$ cat config.mk
export PLATFORM = sky130hd
export DESIGN_NAME = amif_arbiter_flat
export DESIGN_NICKNAME = d
export VERILOG_FILES = /design/src/rtl/amif_arbiter_pkg.sv /design/src/rtl/amif_arbiter_if.sv /design/src/rtl/amif_arbiter_rr_pick.sv /design/src/rtl/amif_arbiter.sv /design/src/flat_wrapper.sv
export SDC_FILE = /design/constraint.sdc
export NUM_CORES = 1
export LEC_CHECK = 0
export CORE_AREA = 10 10 122 124
export DETAILED_ROUTE_END_ITERATION = 6
export DIE_AREA = 0 0 132 134
export GPL_TIMING_DRIVEN = 0
export PLACE_DENSITY_LB_ADDON = 0.05
export SETUP_SLACK_MARGIN = 0.5
export SYNTH_ARGS = -nofsm -noshare
export SYNTH_HDL_FRONTEND = slang
export SYNTH_SLANG_ARGS = --single-unit
$ cat constraint.sdc
create_clock -name clk -period 2.8 [get_ports clk]
set_input_delay 0.56 -clock clk [delete_from_list [all_inputs] [get_ports clk]]
set_output_delay 0.56 -clock clk [all_outputs]
set_load 0.05 [all_outputs]
$ cat src/rtl/amif_arbiter_pkg.sv
// Shared types and constants for the memory-port round-robin arbiter.
// Latency: none (declarations only).
// Backpressure: n/a.
package amif_arb_pkg;

    typedef enum logic {
        IDLE = 1'b0,
        BUSY = 1'b1
    } arb_state_t;

    localparam int          DEFAULT_TIMEOUT = 1024;
    localparam logic [31:0] DEADBEEF        = 32'hDEADBEEF;

    // Width of an index into n requesters; never narrower than one bit.
    function automatic int idx_width(input int n);
        return (n > 1) ? $clog2(n) : 1;
    endfunction

endpackage

$ cat src/rtl/amif_arbiter_if.sv
// Bundle of requester-side and downstream-side signals of the arbiter.
// Latency: none (wiring only).
// Backpressure: requesters hold strobe/addr/data until their req_done bit pulses.
//
// slave  : arbiter view (requests and ds_load/ds_done in, everything else out)
// master : environment view (requesters + downstream controller)
interface amif_arbiter_if #(
    parameter int NREQ = 3,
    parameter int AW   = 32,
    parameter int DW   = 32
);

    logic [NREQ-1:0]    req_read;
    logic [NREQ-1:0]    req_write;
    logic [NREQ*AW-1:0] req_addr;
    logic [NREQ*DW-1:0] req_store;
    logic [DW-1:0]      req_load;
    logic [NREQ-1:0]    req_done;
    logic               req_err;
    logic               ds_read;
    logic               ds_write;
    logic [AW-1:0]      ds_addr;
    logic [DW-1:0]      ds_store;
    logic [DW-1:0]      ds_load;
    logic               ds_done;
    logic [NREQ-1:0]    grant;

    modport slave (
        input  req_read, req_write, req_addr, req_store, ds_load, ds_done,
        output req_load, req_done, req_err, ds_read, ds_write, ds_addr, ds_store, grant
    );

    modport master (
        output req_read, req_write, req_addr, req_store, ds_load, ds_done,
        input  req_load, req_done, req_err, ds_read, ds_write, ds_addr, ds_store, grant
    );

endinterface

$ cat src/rtl/amif_arbiter_rr_pick.sv
// Combinational round-robin picker: first active index at or after i_ptr, wrapping.
// Latency: 0 cycles (pure combinational).
// Backpressure: none; o_onehot is all zero when nothing is active.
//
// i_active : per-requester active vector
// i_ptr    : index with highest priority this round (0..NREQ-1)
// o_onehot : one-hot winner
// o_idx    : binary winner index (0 when nothing is active)
module rr_pick
    import amif_arb_pkg::*;
#(
    parameter int NREQ = 3,
    parameter int IW   = idx_width(NREQ)
) (
    input  logic [NREQ-1:0] i_active,
    input  logic [IW-1:0]   i_ptr,
    output logic [NREQ-1:0] o_onehot,
    output logic [IW-1:0]   o_idx
);

    logic w_found;
    int   w_j;

    always_comb begin
        o_onehot = '0;
        o_idx    = '0;
        w_found  = 1'b0;
        w_j      = 0;
        for (int k = 0; k < NREQ; k++) begin
            // Candidate k positions past the pointer, wrapped back into range.
            w_j = int'(i_ptr) + k;
            if (w_j >= NREQ) begin
                w_j = w_j - NREQ;
            end
            if (!w_found && i_active[w_j]) begin
                w_found       = 1'b1;
                o_onehot[w_j] = 1'b1;
                o_idx         = IW'(w_j);
            end
        end
    end

endmodule

$ cat src/rtl/amif_arbiter.sv
// Round-robin arbiter sharing one memory-controller port among NREQ requesters.
// Latency: ds strobes 1 cycle after a request is seen in IDLE; req_done same cycle as ds_done.
// Backpressure: one transaction at a time, grant held until ds_done; others wait with strobes held.
//
// Ports: clk, rst (synchronous, active high), bus (amif_arbiter_if.slave) carrying
// req_read/req_write/req_addr/req_store in, req_load/req_done/req_err out,
// ds_read/ds_write/ds_addr/ds_store out, ds_load/ds_done in, grant out.
// Optional build macro AMIF_ARB_TIMEOUT_EN: abort a transaction after TIMEOUT BUSY
// cycles without ds_done, answering with req_err=1 and the DEADBEEF word.
module amif_arbiter
    import amif_arb_pkg::*;
#(
    parameter int NREQ    = 3,
    parameter int AW      = 32,
    parameter int DW      = 32,
    parameter int TIMEOUT = DEFAULT_TIMEOUT
) (
    input  logic          clk,
    input  logic          rst,
    amif_arbiter_if.slave bus
);

    localparam int            IW       = idx_width(NREQ);
    localparam logic [IW-1:0] LAST_IDX = IW'(NREQ - 1);

    arb_state_t      r_state,    w_state_nxt;
    logic [NREQ-1:0] r_grant,    w_grant_nxt;
    logic [IW-1:0]   r_idx,      w_idx_nxt;
    logic [IW-1:0]   r_ptr,      w_ptr_nxt;
    logic            r_ds_read,  w_ds_read_nxt;
    logic            r_ds_write, w_ds_write_nxt;
    logic [AW-1:0]   r_ds_addr,  w_ds_addr_nxt;
    logic [DW-1:0]   r_ds_store, w_ds_store_nxt;

    logic [NREQ-1:0] w_active;
    logic [NREQ-1:0] w_win_oh;
    logic [IW-1:0]   w_win_idx;
    logic            w_win_rd;
    logic            w_win_wr;
    logic [AW-1:0]   w_win_addr;
    logic [DW-1:0]   w_win_store;
    logic            w_timeout;
    logic            w_fin;
    logic            w_fin_ok;
    logic            w_fin_to;

    assign w_active = bus.req_read | bus.req_write;

    rr_pick #(
        .NREQ (NREQ),
        .IW   (IW)
    ) u_pick (
        .i_active (w_active),
        .i_ptr    (r_ptr),
        .o_onehot (w_win_oh),
        .o_idx    (w_win_idx)
    );

    // Mux the winner's request fields; a set write strobe masks the read strobe.
    always_comb begin
        w_win_rd    = 1'b0;
        w_win_wr    = 1'b0;
        w_win_addr  = '0;
        w_win_store = '0;
        for (int i = 0; i < NREQ; i++) begin
            if (w_win_oh[i]) begin
                w_win_wr    = bus.req_write[i];
                w_win_rd    = bus.req_read[i] & ~bus.req_write[i];
                w_win_addr  = bus.req_addr[i*AW +: AW];
                w_win_store = bus.req_store[i*DW +: DW];
            end
        end
    end

`ifdef AMIF_ARB_TIMEOUT_EN
    localparam int CW = $clog2(TIMEOUT + 1);
    logic [CW-1:0] r_cnt, w_cnt_nxt;

    // A ds_done in the timeout cycle takes precedence over the abort.
    assign w_timeout = (r_state == BUSY) && !bus.ds_done && (r_cnt == CW'(TIMEOUT));
`else
    assign w_timeout = 1'b0;
`endif

    assign w_fin = ((r_state == BUSY) && bus.ds_done) || w_timeout;

    always_comb begin
        w_state_nxt    = r_state;
        w_grant_nxt    = r_grant;
        w_idx_nxt      = r_idx;
        w_ptr_nxt      = r_ptr;
        w_ds_read_nxt  = r_ds_read;
        w_ds_write_nxt = r_ds_write;
        w_ds_addr_nxt  = r_ds_addr;
        w_ds_store_nxt = r_ds_store;
`ifdef AMIF_ARB_TIMEOUT_EN
        w_cnt_nxt      = r_cnt;
`endif
        case (r_state)
            IDLE: begin
                if (|w_active) begin
                    w_state_nxt    = BUSY;
                    w_grant_nxt    = w_win_oh;
                    w_idx_nxt      = w_win_idx;
                    w_ds_read_nxt  = w_win_rd;
                    w_ds_write_nxt = w_win_wr;
                    w_ds_addr_nxt  = w_win_addr;
                    w_ds_store_nxt = w_win_store;
`ifdef AMIF_ARB_TIMEOUT_EN
                    w_cnt_nxt      = '0;
`endif
                end
            end
            BUSY: begin
                if (w_fin) begin
                    w_state_nxt    = IDLE;
                    w_grant_nxt    = '0;
                    w_ds_read_nxt  = 1'b0;
                    w_ds_write_nxt = 1'b0;
                    w_ds_addr_nxt  = '0;
                    w_ds_store_nxt = '0;
                    w_ptr_nxt      = (r_idx == LAST_IDX) ? '0 : r_idx + IW'(1);
                end
`ifdef AMIF_ARB_TIMEOUT_EN
                else begin
                    w_cnt_nxt = r_cnt + CW'(1);
                end
`endif
            end
            default: begin
                w_state_nxt = IDLE;
            end
        endcase
    end

    always_ff @(posedge clk) begin
        if (rst) begin
            r_state    <= IDLE;
            r_grant    <= '0;
            r_idx      <= '0;
            r_ptr      <= '0;
            r_ds_read  <= 1'b0;
            r_ds_write <= 1'b0;
            r_ds_addr  <= '0;
            r_ds_store <= '0;
`ifdef AMIF_ARB_TIMEOUT_EN
            r_cnt      <= '0;
`endif
        end else begin
            r_state    <= w_state_nxt;
            r_grant    <= w_grant_nxt;
            r_idx      <= w_idx_nxt;
            r_ptr      <= w_ptr_nxt;
            r_ds_read  <= w_ds_read_nxt;
            r_ds_write <= w_ds_write_nxt;
            r_ds_addr  <= w_ds_addr_nxt;
            r_ds_store <= w_ds_store_nxt;
`ifdef AMIF_ARB_TIMEOUT_EN
            r_cnt      <= w_cnt_nxt;
`endif
        end
    end

    // Completion is combinational from ds_done; a reset in the same cycle abandons it.
    assign w_fin_ok = (r_state == BUSY) && bus.ds_done && !rst;
    assign w_fin_to = w_timeout && !rst;

    assign bus.req_done = (w_fin_ok || w_fin_to) ? r_grant : '0;
    assign bus.req_load = w_fin_ok ? bus.ds_load : (w_fin_to ? DW'(DEADBEEF) : '0);
    assign bus.req_err  = w_fin_to;
    assign bus.ds_read  = r_ds_read;
    assign bus.ds_write = r_ds_write;
    assign bus.ds_addr  = r_ds_addr;
    assign bus.ds_store = r_ds_store;
    assign bus.grant    = r_grant;

endmodule
$ cat src/flat_wrapper.sv
// flat-port wrapper written by rule: the top's interface ports become plain ports
module amif_arbiter_flat import amif_arb_pkg::*;
#(
    parameter int NREQ    = 3,
    parameter int AW      = 32,
    parameter int DW      = 32,
    parameter int TIMEOUT = DEFAULT_TIMEOUT
)
  (clk, rst, bus_req_read, bus_req_write, bus_req_addr, bus_req_store, bus_ds_load, bus_ds_done, bus_req_load, bus_req_done, bus_req_err, bus_ds_read, bus_ds_write, bus_ds_addr, bus_ds_store, bus_grant);
  amif_arbiter_if #(.NREQ(NREQ), .AW(AW), .DW(DW)) bus_i ();
  input  logic clk;
  input  logic rst;
  input wire logic [$bits(bus_i.req_read)-1:0] bus_req_read;
  input wire logic [$bits(bus_i.req_write)-1:0] bus_req_write;
  input wire logic [$bits(bus_i.req_addr)-1:0] bus_req_addr;
  input wire logic [$bits(bus_i.req_store)-1:0] bus_req_store;
  input wire logic [$bits(bus_i.ds_load)-1:0] bus_ds_load;
  input wire logic [$bits(bus_i.ds_done)-1:0] bus_ds_done;
  output wire logic [$bits(bus_i.req_load)-1:0] bus_req_load;
  output wire logic [$bits(bus_i.req_done)-1:0] bus_req_done;
  output wire logic [$bits(bus_i.req_err)-1:0] bus_req_err;
  output wire logic [$bits(bus_i.ds_read)-1:0] bus_ds_read;
  output wire logic [$bits(bus_i.ds_write)-1:0] bus_ds_write;
  output wire logic [$bits(bus_i.ds_addr)-1:0] bus_ds_addr;
  output wire logic [$bits(bus_i.ds_store)-1:0] bus_ds_store;
  output wire logic [$bits(bus_i.grant)-1:0] bus_grant;
  assign bus_i.req_read = bus_req_read;
  assign bus_i.req_write = bus_req_write;
  assign bus_i.req_addr = bus_req_addr;
  assign bus_i.req_store = bus_req_store;
  assign bus_i.ds_load = bus_ds_load;
  assign bus_i.ds_done = bus_ds_done;
  assign bus_req_load = bus_i.req_load;
  assign bus_req_done = bus_i.req_done;
  assign bus_req_err = bus_i.req_err;
  assign bus_ds_read = bus_i.ds_read;
  assign bus_ds_write = bus_i.ds_write;
  assign bus_ds_addr = bus_i.ds_addr;
  assign bus_ds_store = bus_i.ds_store;
  assign bus_grant = bus_i.grant;
  amif_arbiter #(.NREQ(NREQ), .AW(AW), .DW(DW), .TIMEOUT(TIMEOUT)) u_core (.clk(clk), .rst(rst), .bus(bus_i));
endmodule
; ---- Word level (Yosys, flattened, before mapping)
; Cells that the tools add are included.
[op_classes]
n_mux = 57
multipliers = 0
bitwise = 10
n_eq_ne = 3
n_addsub = 6
shift = 0
div_mod_pow = 0
order_cmp = 9
reduce_logical = 14
[ops]
columns = op, count
row1 = 32-bit two-way mux, 13
row2 = 32-bit case mux with 2 select lines, 2
row3 = 32-bit by 1-bit >= comparator with 1-bit output (second input constant), 3
row4 = 32-bit by 4-bit less-than comparator with 1-bit output (second input constant), 3
row5 = 1-bit two-way mux, 22
row6 = 3-bit two-way mux, 6
row7 = 3-bit bitwise OR, 3
row8 = 2-bit two-way mux, 4
row9 = 3-bit by 2-bit subtractor with 4-bit output (second input constant), 2
row10 = 1-bit logical AND, 7
row11 = 1-bit binary-select mux with 2-bit select, 3
row12 = 1-bit demux with 2-bit select, 3
row13 = 3-bit by 2-bit >= comparator with 1-bit output (second input constant), 2
row14 = 1-bit case mux with 2 select lines, 3
row15 = 3-bit case mux with 2 select lines, 1
row16 = 2-bit AND reduction, 3
row17 = 1-bit inverter, 4
row18 = 2-bit by 1-bit adder with 3-bit output (second input constant), 1
row19 = 2-bit by 2-bit adder with 3-bit output (second input constant), 1
row20 = 1-bit bitwise AND, 3
row21 = 1-bit logical NOT, 3
row22 = 3-bit OR reduction, 1
row23 = 2-bit by 2-bit subtractor with 3-bit output (second input constant), 1
row24 = 2-bit by 1-bit adder with 2-bit output (second input constant), 1
row25 = 4 further kinds, 4
[totals]
out_inout_bits = 105
latchBits = 0
elab_cells = 107
in_bits = 233
mem_bits_ro = 0
n_memories = 0
regBits = 74
ram_bits = 0

; ---- Depth between registers and ports, before layout
[logic_depth]
depth_word = 17
ltp_mapped = 10
mapped_depth_nobuf = 8

; ---- By module
; A second synthesis with hierarchy kept.
[unflattened]
cells_unflattened = 444
area_unflattened_um2 = 4265.3
[by_module_without_submodules]
columns = module, instances, seq_area_each_um2, area_per_inst_um2, cells_per_inst
row1 = amif_arbiter, 1, 1481.4, 3932.5, 392
row2 = rr_pick, 1, 0.0, 332.8, 52

; ---- Least setup slack after synthesis
; OpenSTA, ideal clock, no wires.
[synth_path]
kind = register -> register
startpoint = reg u_core.r_ptr[1]
endpoint = reg u_core.r_ds_addr[0], in the netlist u_core.bus.ds_addr[0]
setup_time_ns = 0.059
setup_slack_ns = 0.404
stages_incl_launch_ff = 11
required_time_ns = 2.741
synth_period_minus_slack_ns = 2.396
path_buffers = 2
arrival_ns = 2.337
path_cell_list = dfxtp_1 > inv_1 > ha_1 > nor3b_1 > or3_4 > and3_1 > or3_4 > nor2b_1 > buf_2 > buf_2 > a221o_1
[synth_via]
elab_chain_cells = 17
[synth_lines]
columns = item, line_no
row1 = from (decl), amif_arbiter.sv:29  ; logic [IW-1:0] r_ptr, w_ptr_nxt;
row2 = from (signal assigned), amif_arbiter.sv:153  ; r_ptr <= w_ptr_nxt;
row3 = branches (longest 11 deep; another with 32-bit by 1-bit >= comparator with 1-bit output), --
row4 = 3-bit two-way mux *, amif_arbiter_rr_pick.sv:35  ; if (!w_found && i_active[w_j]) begin
row5 = 32-bit two-way mux (2 in series), amif_arbiter.sv:66  ; if (w_win_oh[i]) begin
row6 = 32-bit two-way mux *, amif_arbiter.sv:66
row7 = 32-bit two-way mux *, amif_arbiter.sv:101  ; if (|w_active) begin
row8 = 32-bit case mux with 2 select lines *, amif_arbiter.sv:99  ; case (r_state)
row9 = to (signal assigned), amif_arbiter.sv:156  ; r_ds_addr <= w_ds_addr_nxt;
row10 = to (decl), amif_arbiter.sv:32  ; logic [AW-1:0] r_ds_addr, w_ds_addr_nxt;
; Every way passes the cells marked *. The select of a mux whose other input is x is not followed.
; A chain may end at the register's enable or synchronous reset.

; ---- Final worst setup path
[layout_path]
startpoint = reg u_core.r_ptr[1]
endpoint = reg u_core.r_ds_read, in the netlist u_core.bus.ds_read
[layout_via]
elab_chain_cells = 17
[layout_lines]
columns = item, line_no
row1 = branches (longest 11 deep; another with 32-bit by 1-bit >= comparator with 1-bit output), --
row2 = 3-bit two-way mux *, amif_arbiter_rr_pick.sv:35
row3 = 1-bit two-way mux (2 in series), amif_arbiter.sv:66
row4 = 1-bit two-way mux *, amif_arbiter.sv:66
row5 = 1-bit two-way mux *, amif_arbiter.sv:101
row6 = 1-bit case mux with 2 select lines *, amif_arbiter.sv:99
row7 = to (signal assigned), amif_arbiter.sv:154  ; r_ds_read <= w_ds_read_nxt;
row8 = to (decl), amif_arbiter.sv:30  ; logic r_ds_read, w_ds_read_nxt;
; Marked as above.

==> summary.txt <==
Outcome = finished clean
Seq/Total Area, Yosys = 0.405
Die X = 132 µm
GP Congestion = 0.837
Layout area overhead = 123%
Remaining design rule violation count = 0
Syn Area/Cell = 10.2 µm²
Tcrit/Tclk final = 0.895
NetSw = 1.33 mW
Crit path max fanout = 8
Root Buffer = clkbuf_16
Setup Crit Path Kind = register to register
Setup WS pre-CTS = -0.769 ns
Number of global-route vias before repair = 5001
M3 GR Usage = 0.0702
Pin count of the biggest net entering global routing = 13
Sequential share of power = 0.307
Critical Path RT = 3.08 ns
Synth unique cells = 45
# placed instances = 866
Number of routed nets with antenna violations = 0
Internal power = 2.70 mW
Max frequency = 0.399 GHz
Clock transition at path regs = 0.06 ns
Critical Path Sink Type = register
Layout cell share with drive strength beyond 1 = 0.206
DRT iter0 DRCs = 325
Final HPWL DP = 16.7 mm
Clk_lat worst skew = 0.34 ns
Sw Ratio = 0.330
TritonRoute pass-1 iters = 4
PortBufs = 336
Final setup vio count = 0
Post-Syn Nets = 595
Initial antenna violation count = 0
Fin Clk Skew = 0.00475 ns
Synth Register Bits = 74
Slew Viols, Final = 0
Core Region = 0.0125 mm²
Final Power = 4.03 mW
Non-Filler Instances = 909
Post-route cell area = 0.00816 mm²
H-tree Lvls = 3
WHS = 0.534 ns
I/O pins = 338
Min-Delay Path Class = register to register
Worst rel slew slack = 0.607
Critical Path AT = 2.79 ns
Power Dens Cells = 494 mW/mm²
Post-synth EDFFs = 0
Die height = 134 µm
Asr flop ratio synth = 0
CTS sink cnt = 74
Post-synth top flop = dfxtp_1
Slew @ Worst Pin = 0.587 ns
First-pass GRT wire length = 31.8 mm
GR Overflow Total = 0
Worst-case clock buffer depth = 2
N_diodes = 0
Hold Vio Cnt, Final = 0
Fin nets = 969
Placed Area = 0.00729 mm²
Setup TNS = 0 ns
Post-layout util = 0.655
Row cnt = 41
Max-cap viol count = 0
Clock power share = 0.313
CTS Buf Count = 9
Post-Syn Area = 0.00366 mm²
GR Util met1 = 0.250
Routed len/inst = 23.6 µm
Final wirelength = 21.5 mm
Mapped Cells = 358
RSZ-0062 raised after global routing = yes
Grt met2 use = 0.408
Initial Util = 0.294
Routed vias/inst = 5.25
Combinational Power Share = 0.380
Tmin final = 2.50 ns
DR vias = 4776
Grt peak-use layer = met2
CP Launch Type = register
Peak supply drop = 0.308 mV
TritonCTS clock tree = done
Yosys warning count = 0
Final setup margin = 0.295 ns
Lkg Pwr = 3.27 nW
Area of the die = 0.0177 mm²
GRT Total Usage = 0.230
==> critical path, cell delays in order (launching register included) <==
cell      delay [ns]
dfxtp_4         0.35
buf_4           0.15
ha_4            0.25
buf_12          0.13
a211oi_4        0.38
or3_4           0.23
o21ai_4         0.07
buf_4           0.14
buf_4           0.14
or4b_4          0.48
a21oi_2         0.13
==> cells in the mapped netlist (2+ instances only) <==
| library cell | count | area [µm²] |
|---|---|---|
| nand2_1 | 6 | 22.5 |
| nor3_1 | 3 | 15.0 |
| a211oi_2 | 2 | 25.0 |
| a2bb2oi_1 | 2 | 17.5 |
| a21oi_1 | 8 | 40.0 |
| or3_4 | 2 | 22.5 |
| buf_2 | 13 | 65.1 |
| nand2b_1 | 2 | 12.5 |
| nor3_2 | 2 | 20.0 |
| nor3b_1 | 5 | 37.5 |
| dfxtp_1 | 74 | 1480 |
| a221o_1 | 65 | 651 |
| o21ba_1 | 2 | 20.0 |
| nor2_1 | 11 | 41.3 |
| inv_1 | 5 | 18.8 |
| o21ai_0 | 3 | 15.0 |
| nand3_1 | 2 | 10.0 |
| clkbuf_1 | 12 | 45.0 |
| buf_4 | 7 | 52.6 |
| and2_1 | 38 | 238 |
| a22o_1 | 64 | 561 |
| ha_1 | 4 | 50.1 |
| nor2b_1 | 3 | 18.8 |
| a211oi_1 | 2 | 15.0 |
==> layer usage <==
metal / up-vias / share of wire
li1: 2205 / -
met1: 2314 / 0.38
met2: 219 / 0.52
met3: 38 / 0.074
met4: 0 / 0.032
met5: - / 0
==> cells in the final DEF, fill, tap and decap left out, types with 4 or more instances in the layout <==
| cell | n |
|---|---|
| dfxtp_1 | 71 |
| a22o_1 | 64 |
| buf_6 | 21 |
| buf_2 | 6 |
| dlygate4sd2_1 | 6 |
| buf_4 | 41 |
| clkbuf_8 | 6 |
| clkbuf_16 | 10 |
| a21oi_1 | 7 |
| clkbuf_4 | 7 |
| nor2_1 | 8 |
| a221o_1 | 65 |
| clkbuf_2 | 4 |
| buf_8 | 8 |
| clkdlybuf4s50_1 | 293 |
| and2_1 | 34 |
==> final timing paths <==
kind / startpoint / to / slack, ns / depth (start not counted)
worst max-delay path: u_core.r_ptr[1] / u_core.bus.ds_read / 0.30 / 10
worst min-delay path: u_core.r_idx[1] / u_core.r_idx[1] / 0.53 / 2
worst max register to register: u_core.r_ptr[1] / u_core.bus.ds_read / 0.30 / 10
worst min register to register: u_core.r_idx[1] / u_core.r_idx[1] / 0.53 / 2
==> area by class of cell <==
class	instances	area, µm²
clock inverter	3	43.8
buffer	32	334
sequential	74	1490
multi-input combinational	248	2220
tap	172	215
clock buffer	13	280
inverter	5	21.3
fill	1027	4300
timing repair buffer	362	3550
==> power groups by stage <==
stage	combinational, mW	clock [mW]	sequential, mW
final	1.53	1.26	1.24
after CTS	1.51	1.29	1.24
after floorplan	0.332	0	1.64
after global routing	1.60	1.33	1.25
after global placement	1.38	0	1.25
after detailed placement	1.39	0	1.26
==> state kept, by name (all words and copies together), names as in the netlist <==
| register | count |
|---|---|
| u_core.bus.ds_read | 1 |
| u_core.bus.ds_write | 1 |
| u_core.bus.ds_addr | 32 |
| u_core.r_idx | 2 |
| u_core.bus.ds_store | 32 |
| u_core.r_state | 1 |
| u_core.r_ptr | 2 |
| u_core.bus.grant | 3 |
==> logic make-up (layout without fill, tap and decap cells) <==
kind of cell,Yosys count,count (layout),share of synthesized area
other cells,1,1,0.00102
buf+inv,37,415,0.0496
fa+ha+maj,4,4,0.0137
flops,74,74,0.405
mux,1,1,0.00274
simple gates,80,81,0.132
compound gates,161,161,0.397
==> repair_timing <==
| action | 4_1_cts | 5_1_grt |
|---|---|---|
| endpoints found under the setup margin | 101 | 99 |
| hold buffers | 0 | 0 |
| resized for setup | 299 | 28 |
| buffers inserted | 18 | 3 |
| endpoints found under the hold margin | 0 | 0 |
| pin swaps | 15 | 10 |
| gates cloned | 5 | 1 |
No activity file was read; power rests on OpenSTA's default activity.
